$ cat src/rtl/uart_rx_word.sv
// -----------------------------------------------------------------------------
// uart_rx_word
//
// 8N1 UART receiver that assembles received bytes into command words for the
// logIP command decoder. The first byte of a word lands in the MSB. If
// SHORT_CMD is 1, a first byte with bit 7 clear completes the word on its own.
// A stop bit sampled low reports a framing error and drops the partial word.
//
// Optional feature (macro LOGIP_UART_RX_TIMEOUT_EN):
//   When the macro is defined, a partial word that sees no new start bit for
//   TIMEOUT_BITS*CLK_PER_BIT cycles is dropped and timeout_o pulses. When the
//   macro is undefined, timeout_o is tied to 0 and a partial word waits
//   indefinitely.
//
// Parameters:
//   CLK_PER_BIT  clock cycles per UART bit (>= 4)
//   WORD_BYTES   bytes per long word (>= 1)
//   SYNC_STAGES  synchroniser flops on rx_async_i (>= 2)
//   SHORT_CMD    1: first byte with bit 7 = 0 is a complete word
//   TIMEOUT_BITS inter-byte timeout in bit times (used only with the macro)
//
// Ports:
//   clk_i        system clock
//   rst_in       asynchronous active-low reset
//   rx_async_i   serial line, idle high, asynchronous to clk_i
//   data_o       last assembled word, valid while stb_o is high, held otherwise
//   stb_o        one-cycle strobe when a word completes
//   frame_err_o  one-cycle pulse when a stop bit is sampled low
//   timeout_o    one-cycle pulse when a partial word is dropped by the timeout
//   dbg_state_o  current receiver FSM state (0 IDLE, 1 START, 2 DATA, 3 STOP)
//
// Output handshake: there is no ready signal. A word is presented on data_o
// during the single cycle stb_o is high; the consumer must take it then. The
// value stays on data_o until the next strobe overwrites it. stb_o,
// frame_err_o and timeout_o never assert in the same cycle.
// -----------------------------------------------------------------------------
module uart_rx_word #(
  parameter int CLK_PER_BIT  = 16,
  parameter int WORD_BYTES   = 5,
  parameter int SYNC_STAGES  = 2,
  parameter int SHORT_CMD    = 1,
  parameter int TIMEOUT_BITS = 100
) (
  input  logic                    clk_i,
  input  logic                    rst_in,
  input  logic                    rx_async_i,
  output logic [8*WORD_BYTES-1:0] data_o,
  output logic                    stb_o,
  output logic                    frame_err_o,
  output logic                    timeout_o,
  output logic [1:0]              dbg_state_o
);

  localparam int BW = $clog2(CLK_PER_BIT);
  localparam int IW = $clog2(WORD_BYTES + 1);
  localparam int DW = 8 * WORD_BYTES;

  // Baud counter compare points. The counter is cleared on the cycle a state
  // is entered, so a match on N-1 lands exactly N cycles after the previous
  // sample point (or after t0 for the start check).
  localparam logic [BW-1:0] HALF_M1  = BW'(CLK_PER_BIT / 2 - 1);
  localparam logic [BW-1:0] FULL_M1  = BW'(CLK_PER_BIT - 1);
  localparam logic [IW-1:0] LAST_IDX = IW'(WORD_BYTES - 1);

  if (CLK_PER_BIT < 4 || WORD_BYTES < 1 || SYNC_STAGES < 2 ||
      TIMEOUT_BITS < 1 || (SHORT_CMD != 0 && SHORT_CMD != 1)) begin : g_bad_params
    $error("uart_rx_word: illegal parameter set");
  end

  typedef enum logic [1:0] {
    S_IDLE  = 2'd0,
    S_START = 2'd1,
    S_DATA  = 2'd2,
    S_STOP  = 2'd3
  } state_t;

  // ---------------------------------------------------------------------------
  // Input synchroniser; reset to the idle (high) line level so that reset
  // release never looks like a start bit.
  // ---------------------------------------------------------------------------
  logic [SYNC_STAGES-1:0] r_sync;
  logic                   w_rx_s;

  always_ff @(posedge clk_i or negedge rst_in) begin
    if (!rst_in) begin
      r_sync <= '1;
    end else begin
      r_sync <= {r_sync[SYNC_STAGES-2:0], rx_async_i};
    end
  end

  assign w_rx_s = r_sync[SYNC_STAGES-1];

  // ---------------------------------------------------------------------------
  // Receiver state
  // ---------------------------------------------------------------------------
  state_t          r_state,  w_state_nxt;
  logic [BW-1:0]   r_baud,   w_baud_nxt;
  logic [2:0]      r_bit,    w_bit_nxt;
  logic [IW-1:0]   r_idx,    w_idx_nxt;
  logic [7:0]      r_shift,  w_shift_nxt;
  logic [DW-1:0]   r_word,   w_word_nxt;
  logic [DW-1:0]   r_data,   w_data_nxt;
  logic            r_stb,    w_stb_nxt;
  logic            r_ferr,   w_ferr_nxt;
  logic [DW-1:0]   w_ins;
  logic            w_last;
  logic            w_short;
  logic            w_to_fire;

  // Partial word with the byte just shifted in placed at its slot. r_word is
  // zero whenever r_idx is zero, so unreceived bytes of a short word read 0.
  always_comb begin
    w_ins = r_word;
    for (int j = 0; j < WORD_BYTES; j++) begin
      if (r_idx == IW'(j)) begin
        w_ins[8*(WORD_BYTES-j)-1 -: 8] = r_shift;
      end
    end
  end

  assign w_last  = (r_idx == LAST_IDX);
  assign w_short = (SHORT_CMD == 1) && (r_idx == '0) && !r_shift[7];

  always_comb begin
    w_state_nxt = r_state;
    w_baud_nxt  = r_baud;
    w_bit_nxt   = r_bit;
    w_idx_nxt   = r_idx;
    w_shift_nxt = r_shift;
    w_word_nxt  = r_word;
    w_data_nxt  = r_data;
    w_stb_nxt   = 1'b0;
    w_ferr_nxt  = 1'b0;

    unique case (r_state)
      S_IDLE: begin
        if (!w_rx_s) begin
          w_state_nxt = S_START;
          w_baud_nxt  = '0;
        end else if (w_to_fire) begin
          w_idx_nxt  = '0;
          w_word_nxt = '0;
        end
      end

      S_START: begin
        if (r_baud == HALF_M1) begin
          w_baud_nxt  = '0;
          w_bit_nxt   = '0;
          // A line that is high again at mid-start is treated as a glitch.
          w_state_nxt = w_rx_s ? S_IDLE : S_DATA;
        end else begin
          w_baud_nxt = r_baud + 1'b1;
        end
      end

      S_DATA: begin
        if (r_baud == FULL_M1) begin
          w_baud_nxt  = '0;
          w_shift_nxt = {w_rx_s, r_shift[7:1]};  // LSB arrives first
          if (r_bit == 3'd7) begin
            w_state_nxt = S_STOP;
          end else begin
            w_bit_nxt = r_bit + 3'd1;
          end
        end else begin
          w_baud_nxt = r_baud + 1'b1;
        end
      end

      S_STOP: begin
        if (r_baud == FULL_M1) begin
          // Return to IDLE right after the sample so a back-to-back start bit
          // is seen without waiting for the end of the stop bit.
          w_baud_nxt  = '0;
          w_state_nxt = S_IDLE;
          if (w_rx_s) begin
            if (w_last || w_short) begin
              w_data_nxt = w_ins;
              w_stb_nxt  = 1'b1;
              w_idx_nxt  = '0;
              w_word_nxt = '0;
            end else begin
              w_word_nxt = w_ins;
              w_idx_nxt  = r_idx + 1'b1;
            end
          end else begin
            w_ferr_nxt = 1'b1;
            w_idx_nxt  = '0;
            w_word_nxt = '0;
          end
        end else begin
          w_baud_nxt = r_baud + 1'b1;
        end
      end

      default: begin
        w_state_nxt = S_IDLE;
      end
    endcase
  end

  always_ff @(posedge clk_i or negedge rst_in) begin
    if (!rst_in) begin
      r_state <= S_IDLE;
      r_baud  <= '0;
      r_bit   <= '0;
      r_idx   <= '0;
      r_shift <= '0;
      r_word  <= '0;
      r_data  <= '0;
      r_stb   <= 1'b0;
      r_ferr  <= 1'b0;
    end else begin
      r_state <= w_state_nxt;
      r_baud  <= w_baud_nxt;
      r_bit   <= w_bit_nxt;
      r_idx   <= w_idx_nxt;
      r_shift <= w_shift_nxt;
      r_word  <= w_word_nxt;
      r_data  <= w_data_nxt;
      r_stb   <= w_stb_nxt;
      r_ferr  <= w_ferr_nxt;
    end
  end

  // ---------------------------------------------------------------------------
  // Inter-byte timeout
  // ---------------------------------------------------------------------------
`ifdef LOGIP_UART_RX_TIMEOUT_EN
  localparam int            TO_CYC = TIMEOUT_BITS * CLK_PER_BIT;
  localparam int            TW     = $clog2(TO_CYC + 1);
  localparam logic [TW-1:0] TO_M1  = TW'(TO_CYC - 1);

  logic [TW-1:0] r_tocnt;
  logic          r_to;
  logic          w_to_run;

  // Counts idle cycles while a partial word is pending; a start bit (line low
  // in IDLE) restarts it and takes priority over an expiry in the same cycle.
  assign w_to_run  = (r_state == S_IDLE) && (r_idx != '0) && w_rx_s;
  assign w_to_fire = w_to_run && (r_tocnt == TO_M1);

  always_ff @(posedge clk_i or negedge rst_in) begin
    if (!rst_in) begin
      r_tocnt <= '0;
      r_to    <= 1'b0;
    end else begin
      r_to <= w_to_fire;
      if (!w_to_run || w_to_fire) begin
        r_tocnt <= '0;
      end else begin
        r_tocnt <= r_tocnt + 1'b1;
      end
    end
  end

  assign timeout_o = r_to;
`else
  assign w_to_fire = 1'b0;
  assign timeout_o = 1'b0;
`endif

  assign data_o      = r_data;
  assign stb_o       = r_stb;
  assign frame_err_o = r_ferr;
  assign dbg_state_o = r_state;

endmodule

$ cat config.mk
export PLATFORM = sky130hd
export DESIGN_NAME = uart_rx_word
export DESIGN_NICKNAME = d
export VERILOG_FILES = /design/src/rtl/uart_rx_word.sv
export SDC_FILE = /design/constraint.sdc
export NUM_CORES = 1
export LEC_CHECK = 0
export CAP_MARGIN = 5
export CORE_MARGIN = 2
export CORE_UTILIZATION = 51
export DETAILED_ROUTE_END_ITERATION = 6
export GPL_TIMING_DRIVEN = 0
export PLACE_DENSITY_LB_ADDON = 0.3
export SYNTH_ARGS = -nofsm -noshare
export SYNTH_HDL_FRONTEND = slang
export SYNTH_SLANG_ARGS = --single-unit
export TNS_END_PERCENT = 10
$ cat constraint.sdc
create_clock -name clk_i -period 2.1 [get_ports clk_i]
set_input_delay 0.315 -clock clk_i [delete_from_list [all_inputs] [get_ports clk_i]]
set_output_delay 0.315 -clock clk_i [all_outputs]
set_load 0.05 [all_outputs]
==> run summary <==
CRITICAL PATH
-------------------------------------------------------------------------------------
Worst EP required                                                             2.35 ns
Critical-path maximum fanout                                                       10
Type of the setup path with the least slack                              register to register
CP endpoint kind                                                             register
Most common cell type on the critical path                                      buf_4
Buffer and inverter count on the worst path                                         2
Cell with the largest stage delay on the worst path                           dfrtp_1
Delay of the slowest critical-path stage                                      0.41 ns
Cell breakdown of the critical path                                      ha_1 -> nand3_2 -> nor3_4 -> buf_4 -> buf_4 -> a21oi_1
Crit path max-delay family                                               simple AND/OR/NAND/NOR gates
Critical path startpoint category                                            register
Data arrival, critical path                                                   2.18 ns

LAYOUT
-------------------------------------------------------------------------------------
Antenna diodes                                                                      0
Synthesis-to-finish area growth                                                18.68%
Post-route non-filler standard cell count                                         567
Final net count                                                                   465
Post-route cell area                                                        5414 um^2
Highest-count cells in the layout ignoring fill and taps                 dfrtp_1, nor2_1, a21oi_1
FILL cells                                                                        717
Fraction of final layout cells sized beyond drive strength 1                   13.73%
Leading cell type in the layout, fill and taps excluded                       dfrtp_1

GLOBAL ROUTE
-------------------------------------------------------------------------------------
Global-route wire length before repair                                       15950 um
Number of antenna violations at the first check in global routing                   0
Maximum number of pins on one net before global-route repair                       68
Overall Global Routing Usage                                                   20.80%
Number of global-route vias before repair                                        3136
Overall overflow remaining after global route                                       0

STA
-------------------------------------------------------------------------------------
Measured slew at the worst slew-check pin                                   0.5788 ns
Top achievable clock speed                                                  518.4 MHz
Final Hold Violating Endpoints                                                      0
Worst-case headroom to the max-slew limit                                      61.41%
Setup repair after global routing missed its margin                                no
Setup-failing EPs final                                                             0
Final period util                                                              91.86%
Hold Worst Slack                                                            0.3469 ns
Setup clock skew after layout                                              0.01010 ns
Time the worst path needs with I/O delays and setup                          1.929 ns
Post-layout worst setup margin                                              0.1710 ns
Final max-slew violation count                                                      0
Total Neg Setup Slack                                                            0 ns

PLACEMENT
-------------------------------------------------------------------------------------
Placed instance area                                                        5182 um^2
Placed cells                                                                      550
Placed wire-length estimate                                                   6303 um
Place WS                                                                  -0.01888 ns
Gpl congestion                                                                 0.8784
Input/output buffers                                                               46

ROUTING
-------------------------------------------------------------------------------------
WL final                                                                      9520 um
Count of routing violations after the opening detailed-route iteration            212
Routed vias/inst                                                                5.578
1st-pass router iterations                                                          4
Antenna Violating Nets Remaining                                                    0
Total DRC errors in the routed layout                                               0
Average routed wire per standard cell                                        16.79 um
Via total after detailed routing                                                 3163

YOSYS
-------------------------------------------------------------------------------------
Mapped Cells                                                                      395
Synthesized flop and latch total                                                  104
Sequential-to-total area share from yosys stat                                 57.10%
Mean Syn Cell Area                                                         11.55 um^2
Synthesis warning total                                                             0
Syn nets                                                                          406
Post-Syn Area                                                               4562 um^2
Number of enable-type register cells in the synthesized netlist                     0
Async SR Flop Fraction                                                         100.0%
Leading register cell type out of synthesis                                   dfrtp_1
Synth unique cells                                                                 48

CTS
-------------------------------------------------------------------------------------
Clock sink total                                                                  104
CTS tree                                                                         done
Clock-pin transition on the worst setup and hold timing paths                 0.10 ns
Clock H-tree levels                                                                 3
Worst-Skew Late Latency                                                       0.37 ns
Number of buffers inserted during clock tree synthesis                              9
Root cell of the clock tree                                                  clkbuf_8
Maximum buffer depth of the clock tree                                              2

PWR
-------------------------------------------------------------------------------------
Proportion of total power due to net switching                                 40.66%
Proportion of power drawn by the clock network                                  20.8%
Int Power                                                                  0.003704 W
Maximum vdd drop                                                             677.4 uV
Static Leakage                                                               2.520 nW
Sequential share of power                                                       40.4%
Share of power burned in combinational logic                                    38.8%
Switching power                                                            0.002537 W
PD cells                                                                 1153 nW/um^2

FLOW RUN
-------------------------------------------------------------------------------------
Max-cap violation count                                                             0

FLOORPLAN
-------------------------------------------------------------------------------------
Initial cell density of the core                                               52.57%
Vertical extent of the die                                                   98.58 um
Ports placed on the boundary                                                       48
Number of standard-cell rows in the floorplan                                      34
Horiz. Die Dim                                                               98.58 um
Die footprint                                                               9717 um^2
Area of the core region                                                     8678 um^2

OUTCOME
-------------------------------------------------------------------------------------
Status                                                                      completed

MIN PATH
-------------------------------------------------------------------------------------
Hold crit path type                                                      input pin to register

-- synth_stat cells (3+ instances only) --
cell type,count,area share [%]
mux2i_1,37,8.1
a22o_1,32,6.1
nor3_1,3,0.33
buf_4,3,0.49
mux2_2,7,1.7
nand2_1,12,0.99
and2_1,9,1.2
inv_1,10,0.82
nand2b_1,4,0.55
o21ai_0,7,0.77
nor2_1,47,3.9
ha_1,8,2.2
clkbuf_1,10,0.82
o21ai_2,3,0.58
nand3_1,5,0.55
a21oi_1,45,4.9
nor3_4,3,1.1
dfrtp_1,102,56
buf_2,13,1.4
-- cell families (layout without fill, tap and decap cells) --
| logic type | Yosys count | in the layout | synth area share, % |
|---|---|---|---|
| adders and majority gates | 8 | 8 | 2.194 |
| DFF | 104 | 104 | 57.10 |
| muxes | 44 | 44 | 9.847 |
| and+or+nand+nor | 99 | 99 | 11.96 |
| other | 1 | 1 | 0.08220 |
| buffers and inverters | 38 | 102 | 3.757 |
| AOI/OAI and AO/OA | 100 | 100 | 14.87 |
| xor gates and xnor gates | 1 | 1 | 0.1920 |
-- layer usage --
layer	part of all wire, %	track usage, %	vias to the layer above
met3	6.2	3.333	17
met4	1.8	8.219	0
met5	0	0	-
met2	46	31.19	97
met1	46	30.67	1534
li1	-	-	1515
-- registers in the layout (all words and copies together), names as in the netlist, named ones only --
register,cells
data_o,40
r_word,40
r_shift,8
r_baud,4
r_bit,3
r_idx,3
r_sync,2
dbg_state_o,1
frame_err_o,1
stb_o,1
-- final timing paths --
check	from	end	slack, ns	cells past startpoint
setup reg to reg	r_baud[0]	data_o[11]	0.17	6
hold reg to reg	r_sync[0]	r_sync[1]	0.37	0
max in group asynchronous	rst_in	r_shift[7]	0.96	3
min in group asynchronous	rst_in	frame_err_o	0.46	2
setup / recovery	r_baud[0]	data_o[11]	0.17	6
hold / removal	rx_async_i	r_sync[0]	0.35	1
-- power groups by stage --
stage	registers (W)	clock network (W)	logic, W
4_1_cts	0.00253	0.00133	0.00242
5_1_grt	0.00257	0.00141	0.00258
6_report	0.00252	0.00130	0.00242
2_1_floorplan	0.00348	0	0.000719
3_5_place_dp	0.00257	0	0.00241
3_3_place_gp	0.00255	0	0.00237
-- timing repair --
| item | CTS | global route |
|---|---|---|
| endpoints found under the setup margin | 11 | 65 |
| pin swaps | 1 | 2 |
| gates resized for setup | 1 | 2 |
| buffers inserted | 0 | 2 |
| endpoints found under the hold margin | 35 | 0 |
| hold buffers | 1 | 0 |
-- metrics by stage --
step                      power, W  util, %
final                     0.006241    62.38
after global routing      0.006566    62.38
after CTS                 0.006283    62.24
after detailed placement  0.004978    59.72
after global placement    0.004918    59.43
after floorplan           0.004203        -
-- area by class of cell --
class | instances | area, um^2 | area share, %
Buffer | 26 | 128.9 | 2.380
Clock buffer | 9 | 123.9 | 2.288
Clock inverter | 7 | 82.58 | 1.525
Inverter | 10 | 37.54 | 0.6933
Multi-Input combinational cell | 253 | 1788 | 33.03
Sequential cell | 104 | 2605 | 48.12
Tap cell | 108 | 135.1 | 2.496
Timing Repair Buffer | 50 | 513.0 | 9.475
Note: power is estimated with default switching activity, not from simulation.
